<file path="src/rtl/serial_tx_scheduler.sv">
// Round-robin arbiter that shares one serial line between NREQ requesters.
// Frames go out as start, port (MSB first), length (MSB first), payload (LSB first), stop.
module serial_tx_scheduler #(
  parameter int unsigned NREQ   = 4,
  parameter int unsigned PORT_W = 2,
  parameter int unsigned LEN_W  = 4
) (
  input  logic                            clk,
  input  logic                            reset,
  input  logic                            bit_en,
  input  logic [NREQ-1:0]                 req,
  input  logic [NREQ*PORT_W-1:0]          port_in,
  input  logic [NREQ*LEN_W-1:0]           len_in,
  input  logic [NREQ*(2**LEN_W-1)-1:0]    data_in,
  output logic [NREQ-1:0]                 grant,
  output logic                            ser_out,
  output logic                            busy,
  output logic [$clog2(NREQ)-1:0]         cur_id,
  output logic                            done
);

  localparam int unsigned DATA_W = 2**LEN_W - 1;
  localparam int unsigned ID_W   = $clog2(NREQ);
  localparam int unsigned CNT_W  = (LEN_W > PORT_W) ? LEN_W : PORT_W;

  typedef enum logic [2:0] {
    StIdle,
    StStart,
    StPort,
    StLen,
    StData,
    StStop
  } state_e;

  state_e              state_q;
  logic [ID_W-1:0]     ptr_q;
  logic [ID_W-1:0]     cur_id_q;
  logic                ser_out_q;
  logic [CNT_W-1:0]    cnt_q;
  logic [PORT_W-1:0]   port_q;
  logic [LEN_W-1:0]    len_q;
  logic [LEN_W-1:0]    len_sh_q;
  logic [DATA_W-1:0]   data_q;

  logic                found;
  logic [ID_W-1:0]     sel;
  logic [ID_W-1:0]     ptr_nxt;
  logic                take;

  // Scan from the pointer upward, wrapping, and keep the first request seen.
  always_comb begin
    found = 1'b0;
    sel   = '0;
    for (int i = 0; i < int'(NREQ); i++) begin
      if (!found && req[(int'(ptr_q) + i) % int'(NREQ)]) begin
        found = 1'b1;
        sel   = ID_W'((int'(ptr_q) + i) % int'(NREQ));
      end
    end
  end

  assign ptr_nxt = (sel == ID_W'(NREQ - 1)) ? '0 : sel + ID_W'(1);
  assign take    = (state_q == StIdle) && bit_en && found && !reset;

  always_comb begin
    grant = '0;
    if (take) begin
      grant[sel] = 1'b1;
    end
  end

  assign done    = (state_q == StStop) && bit_en && !reset;
  assign busy    = (state_q != StIdle);
  assign ser_out = ser_out_q;
  assign cur_id  = cur_id_q;

  always_ff @(posedge clk or posedge reset) begin
    if (reset) begin
      state_q   <= StIdle;
      ptr_q     <= '0;
      cur_id_q  <= '0;
      ser_out_q <= 1'b1;
      cnt_q     <= '0;
      port_q    <= '0;
      len_q     <= '0;
      len_sh_q  <= '0;
      data_q    <= '0;
    end else if (bit_en) begin
      case (state_q)
        StIdle: begin
          ser_out_q <= 1'b1;
          if (found) begin
            port_q    <= port_in[int'(sel)*int'(PORT_W) +: PORT_W];
            len_q     <= len_in[int'(sel)*int'(LEN_W) +: LEN_W];
            len_sh_q  <= len_in[int'(sel)*int'(LEN_W) +: LEN_W];
            data_q    <= data_in[int'(sel)*int'(DATA_W) +: DATA_W];
            cur_id_q  <= sel;
            ptr_q     <= ptr_nxt;
            ser_out_q <= 1'b0;
            state_q   <= StStart;
          end
        end
        StStart: begin
          ser_out_q <= port_q[PORT_W-1];
          port_q    <= port_q << 1;
          cnt_q     <= '0;
          state_q   <= StPort;
        end
        StPort: begin
          if (cnt_q == CNT_W'(PORT_W - 1)) begin
            ser_out_q <= len_sh_q[LEN_W-1];
            len_sh_q  <= len_sh_q << 1;
            cnt_q     <= '0;
            state_q   <= StLen;
          end else begin
            ser_out_q <= port_q[PORT_W-1];
            port_q    <= port_q << 1;
            cnt_q     <= cnt_q + CNT_W'(1);
          end
        end
        StLen: begin
          if (cnt_q == CNT_W'(LEN_W - 1)) begin
            cnt_q <= '0;
            if (len_q != '0) begin
              ser_out_q <= data_q[0];
              data_q    <= data_q >> 1;
              state_q   <= StData;
            end else begin
              ser_out_q <= 1'b1;
              state_q   <= StStop;
            end
          end else begin
            ser_out_q <= len_sh_q[LEN_W-1];
            len_sh_q  <= len_sh_q << 1;
            cnt_q     <= cnt_q + CNT_W'(1);
          end
        end
        StData: begin
          // cnt_q is the index of the payload bit currently on the line.
          if (cnt_q + CNT_W'(1) == CNT_W'(len_q)) begin
            ser_out_q <= 1'b1;
            cnt_q     <= '0;
            state_q   <= StStop;
          end else begin
            ser_out_q <= data_q[0];
            data_q    <= data_q >> 1;
            cnt_q     <= cnt_q + CNT_W'(1);
          end
        end
        StStop: begin
          ser_out_q <= 1'b1;
          state_q   <= StIdle;
        end
        default: begin
          ser_out_q <= 1'b1;
          state_q   <= StIdle;
        end
      endcase
    end
  end

endmodule
</file>
<file path="config.mk">
export PLATFORM = sky130hd
export DESIGN_NAME = serial_tx_scheduler
export DESIGN_NICKNAME = d
export VERILOG_FILES = /design/src/rtl/serial_tx_scheduler.sv
export SDC_FILE = /design/constraint.sdc
export NUM_CORES = 1
export LEC_CHECK = 0
export BUFFER_PORTS_ARGS = -buffer_cell sky130_fd_sc_hd__buf_2
export CELL_PAD_IN_SITES_DETAIL_PLACEMENT = 0
export CELL_PAD_IN_SITES_GLOBAL_PLACEMENT = 1
export CORE_ASPECT_RATIO = 0.8
export CORE_UTILIZATION = 37
export DETAILED_ROUTE_END_ITERATION = 16
export PLACE_DENSITY = 0.9
export SYNTH_ARGS = -nofsm -noshare
export SYNTH_HDL_FRONTEND = slang
export SYNTH_SLANG_ARGS = --single-unit
</file>
<file path="constraint.sdc">
create_clock -name clk -period 2.6 [get_ports clk]
set_clock_uncertainty 0.2 [all_clocks]
set_input_delay 0.52 -clock clk [delete_from_list [all_inputs] [get_ports clk]]
set_output_delay 0.52 -clock clk [all_outputs]
set_load 0.02 [all_outputs]
</file>
# After elaboration in Yosys (flattened, before gate mapping)
# Index checks and enable logic that the tools add are counted.
dict set report op_classes {
  addsub 5
  n_mul 1
  order_cmp 6
  eq_ne 17
  n_shift 3
  n_mux 51
  bitwise 3
  n_reduce_logical 29
}
# cell count
set ops {}
lappend ops {{$mux W15} 4}
lappend ops {{$shiftx A60 B7 Y15} 1}
lappend ops {{$pmux W15 S3} 1}
lappend ops {{$mux W4} 7}
lappend ops {{$mux W1} 18}
lappend ops {{$ne A2 B2 Y1 const B} 8}
lappend ops {{$pmux W4 S4} 1}
lappend ops {{$shiftx A16 B5 Y4} 1}
lappend ops {{$pmux W3 S5} 1}
lappend ops {{$mux W2} 7}
lappend ops {{$lt A3 B4 Y1 const B} 3}
lappend ops {{$mux W3} 4}
lappend ops {{$pmux W4 S3} 1}
lappend ops {{$reduce_bool A3 Y1} 4}
lappend ops {{$reduce_and A5 Y1} 2}
lappend ops {{$logic_and A1 B1 Y1} 9}
lappend ops {{$bmux W1 S2} 4}
lappend ops {{$reduce_bool A4 Y1} 2}
lappend ops {{$shiftx A8 B4 Y2} 1}
lappend ops {{$eq A3 B2 Y1 const B} 2}
lappend ops {{$eq A3 B3 Y1 const B} 2}
lappend ops {{$lt A2 B3 Y1 const B} 2}
lappend ops {{$mul A2 B4 Y6 const B} 1}
lappend ops {{$pmux W2 S3} 1}
lappend ops {{other kinds (19)} 28}
dict set report totals {
  regBits 37
  out_inout_bits 9
  elab_cells 124
}

# Logic depth before layout (Yosys ltp)
dict set report logic_depth {
  depth_word 19
  ltp_mapped 9
  mapped_depth_nobuf 8
}

# Least setup slack after synthesis
# OpenSTA, ideal clock, no wires.
dict set report synth_timing {
  path_type {input-to-output}
  from {input req[2]}
  to {output grant[0]}
  arrival_time_ps 1777
  slack_ps 103
  stages 5
  path_cell_list {or4_4 nand3_1 clkbuf_1 nor2_1 and2_1}
}
dict set report synth_via {
  elab_chain_len 17
  word_cells_on_any_way 33
}
# item line
set synth_lines {}
lappend synth_lines {{start: declaration} 11} ;# input logic [NREQ-1:0] req,
lappend synth_lines {{$bmux W1 S2} 55} ;# if (!found && req[(int'(ptr_q) + i) % int'(NREQ)]) begin
lappend synth_lines {{$mux W1 (not written as such)} 55}
lappend synth_lines {{$mux W1} 55}
lappend synth_lines {{$logic_not A1 Y1} 55}
lappend synth_lines {{$logic_and A1 B1 Y1} 55}
lappend synth_lines {{$mux W1} 55}
lappend synth_lines {{$logic_not A1 Y1} 55}
lappend synth_lines {{$logic_and A1 B1 Y1} 55}
lappend synth_lines {{$mux W1} 55}
lappend synth_lines {{$logic_not A1 Y1} 55}
lappend synth_lines {{$logic_and A1 B1 Y1} 55}
lappend synth_lines {{$mux W2} 55}
lappend synth_lines {{$lt A2 B3 Y1 (not written as such) / $ge A2 B1 Y1 (equally long branches)} 68} ;# grant[sel] = 1'b1;
lappend synth_lines {{$logic_and A1 B1 Y1 (not written as such)} 68}
lappend synth_lines {{$mux W1 (not written as such)} 68}
lappend synth_lines {{$demux W1 S2} 68}
lappend synth_lines {{$mux W4 (*)} 67} ;# if (take) begin
lappend synth_lines {{end: declaration} 15} ;# output logic [NREQ-1:0] grant,
# Mark *: on every way between the ends. The rest lies on a longest branch, timed or not. The select of a mux whose other input is x is not followed.

# Worst setup path in the final report
dict set report layout_timing {
  from {input req[2]}
  to {output grant[3]}
}
# Same word-level chain as after synthesis.

==> summary by stage <==
Layout
In the layout the commonest cells are 99 x sky130_fd_sc_hd__buf_2, 38 x sky130_fd_sc_hd__nand2_1, 36 x sky130_fd_sc_hd__dfrtp_1, 28 x sky130_fd_sc_hd__nor2_1, 21 x sky130_fd_sc_hd__buf_4. The area growth from synthesis to layout is 28.3%. Counting the fill cells in the layout gives 661. The net total in the final layout is 520. The post-route cell area is 3590 sq um.

The number of inserted diodes is 0. The commonest non-fill, non-tap cell in the layout is sky130_fd_sc_hd__buf_2. Of the cells placed in the final design, the portion with a size suffix greater than 1 is 39.6%.

Cells fill 50.6% of the core in the end.

Synth
The count of warnings emitted by yosys is 0. Averaged over all synthesized cells, the footprint is 8.80 sq um. The summed instance area of the synthesized netlist is 2800 sq um. The count of flip-flops with a built-in enable after synthesis is 0.

The distinct cell type count of the synthesized netlist is 52. The register bit count reported by yosys is 37. The net count of the mapped netlist is 415. The share of flip-flops with an asynchronous set or reset after synthesis is 100%. Sequential cells were found to cover 33.1% of the synthesized design area. For this run, the leading register cell type out of synthesis is sky130_fd_sc_hd__dfrtp_1. The number of cells produced by synthesis is 318.

Global routing
The via count of the first global-routing pass is 2522. The total overflow left after global routing is 0. The first-pass GRT wire length is 11800 microns.

Global routing consumed, over all layers together, 19.0% of the routing resources. The number of antenna violations at the first check in global routing came to 0. Entering global routing, the biggest net connects 38 pins.

Critical path
The arrival time reported for the critical path endpoint is 1.85 ns. STA classifies the critical path endpoint as a primary output. The data required time at the worst endpoint is 1.88 ns. Of all nets on the critical path, the largest fanout is 8. The worst setup path is launched from an input pin. The worst setup path is of the input pin to primary output kind.

STA
Dividing the final minimum period by the clock period gives 98.8%. Across all hold checks on the routed design, the worst slack comes to 0.236 ns. After layout, the minimum clock period comes to 2.57 ns. The max-slew violation count came to 0. For the final routed database, the setup TNS stands at 0 ns.

The tightest slew margin relative to the limit is 45.0%. Setup violations remaining at the end of the flow were counted as 0. The hold violation count in the final report is 0. For the pin with the worst max-slew slack, the measured transition is 0.822 ns.

The maximum clock frequency is 389 MHz.

Floorplan
For this configuration, the core starts out at a cell density of 39.5%. The vertical die dimension is 79.8 microns. 100 I/O pins were placed.

The overall die width is 99.2 microns. The standard cell core area is 7090 sq um. The die outline area is 7920 sq um.

The row count is 27.

Min path
In this run the worst hold path is classified as input pin to async pin.

CTS
The cell sitting at the root of the clock tree is a sky130_fd_sc_hd__clkbuf_8. At the later pin of the worst-skew pair, clock insertion delay measures 0.29 ns. Clock-pin slew was measured on the worst setup and hold paths at 0.08 ns. The CTS tree is done. The number of H-tree branching levels is 2. The maximum buffer depth of the clock tree is 2.

The total number of clock tree sinks is 37. The number of buffers added to fix hold violations after cts is 0. The CTS buffer count is 5.

Route
The detailed-routing iteration count for the pre-antenna-repair pass is 4. Using the TritonRoute via totals, the vias-per-cell ratio works out to 5.40. The overall via count from detail_route is 2761. For this run, design rule violations remaining after detail routing come to 0. Dividing the detail-routed wire length by the instance count gives 14.5 microns.

The detail route stage leaves a number of antenna-violating nets equal to 0. The total wire length is 7390 microns. The detailed router finished its first iteration with 108 violations.

Power
Dividing total power by cell area gives a power density of 1040 nW/um^2. Across the VDD grid, the largest voltage drop is 571 uV. The leakage power figure is 1.70 nW.

Run
The count of maximum capacitance violations is 0.

Placement
Routability-driven placement finished with a final weighted congestion of 0.864. The count of buffers from port buffering is 99. The HPWL after detailed placement is 5710 microns. After detailed placement, the total cell area comes to 3440 sq um.

Status
The run finished with clean final reports.
## worst max-delay path, stage by stage
cell and delay, ns:
sky130_fd_sc_hd__buf_2 0.12, sky130_fd_sc_hd__nor2b_1 0.15, sky130_fd_sc_hd__a211o_1 0.35, sky130_fd_sc_hd__nand2_4 0.14, sky130_fd_sc_hd__inv_4 0.08, sky130_fd_sc_hd__ha_1 0.18, sky130_fd_sc_hd__and2_1 0.15, sky130_fd_sc_hd__buf_2 0.16
## synth_stat cells, drive strengths merged (6+ instances only)
master / n / area share, %
nand2: 40 / 5.7
dfrtp: 36 / 32
nor2: 31 / 4.2
mux2: 28 / 11
o21ai: 22 / 3.9
a31oi: 18 / 4.2
buf: 16 / 3.7
a22oi: 13 / 3.5
a211oi: 11 / 3.1
and3: 10 / 2.4
mux2i: 9 / 3.2
clkbuf: 8 / 1.1
inv: 8 / 1.1
and2: 7 / 1.6
xnor2: 7 / 2.2
ha: 6 / 2.7
nor2b: 6 / 1.3
## path summary, 6_finish.rpt
kind,cells past startpoint,endpoint,from,slack [ns]
max,8,grant[3],req[2],0.03
min reg2reg,2,len_sh_q[0]$_DFFE_PP0P_,len_sh_q[0]$_DFFE_PP0P_,0.28
max in group asynchronous,3,ser_out$_DFFE_PP1P_,reset,1.60
min,3,len_sh_q[2]$_DFFE_PP0P_,reset,0.24
max reg2reg,6,cnt_q[1]$_DFFE_PP0P_,cnt_q[0]$_DFFE_PP0P_,0.24
min in group clk,2,len_sh_q[0]$_DFFE_PP0P_,len_sh_q[0]$_DFFE_PP0P_,0.28
## where the power goes
group,switching [W],internal [W]
Sequential,0.000227,0.000842
Combinational,0.00122,0.00106
Clock,0.000207,0.000188
## metal layers
metal  up-vias  track usage, %  part of all wire (%)  routed length (microns)
met2       110            27.2                    44                     3220
li1       1364               -                     -                        -
met5         -               0                     0                        0
met4         0            3.97                  0.72                       53
met1      1282            28.0                    48                     3550
met3         5            5.60                   7.7                      568
## what timing repair did
| item | 4_1_cts | 5_1_grt |
|---|---|---|
| pin swaps | 2 | 3 |
| setup buffers | 2 | 2 |
| endpoints found under the setup margin | 3 | 4 |
| resized for setup | 0 | 10 |
| cloned | 0 | 0 |
## registers in the layout, summed over array words and instances, names as in the netlist, 2 cells and up
register	cells
cnt_q	4
data_q	15
ptr_q	2
port_q	2
state_q	3
len_sh_q	4
cur_id	2
len_q	4
## final cells by class
class	count	area (sq um)	area share [%]
inverter	8	32.5	0.906
multi-input combinational	249	1750	48.7
tap	87	109	3.03
sequential	37	927	25.8
clock inverter	1	5.00	0.139
timing repair buffer	122	693	19.3
clock buffer	7	76.3	2.13
## stage by stage
step	power (W)	instances	setup WS (ns)
after floorplan	0.00269	318	0.103
after global placement	0.00320	499	0.0370
after detailed placement	0.00327	499	-0.0683
after CTS	0.00369	509	0.00209
after global routing	0.00406	511	-0.0187
final	0.00374	511	0.0308
## kinds of logic after synthesis
group,synth area share [%]
AO/OA/AOI/OAI,22.2
buffers and inverters,5.86
AND/OR/NAND/NOR,19.5
adder cells (fa/ha/maj),2.68
XOR/XNOR,2.19
flip-flops,33.1
multiplexers,14.5
Power figures use the tool's default switching activity.
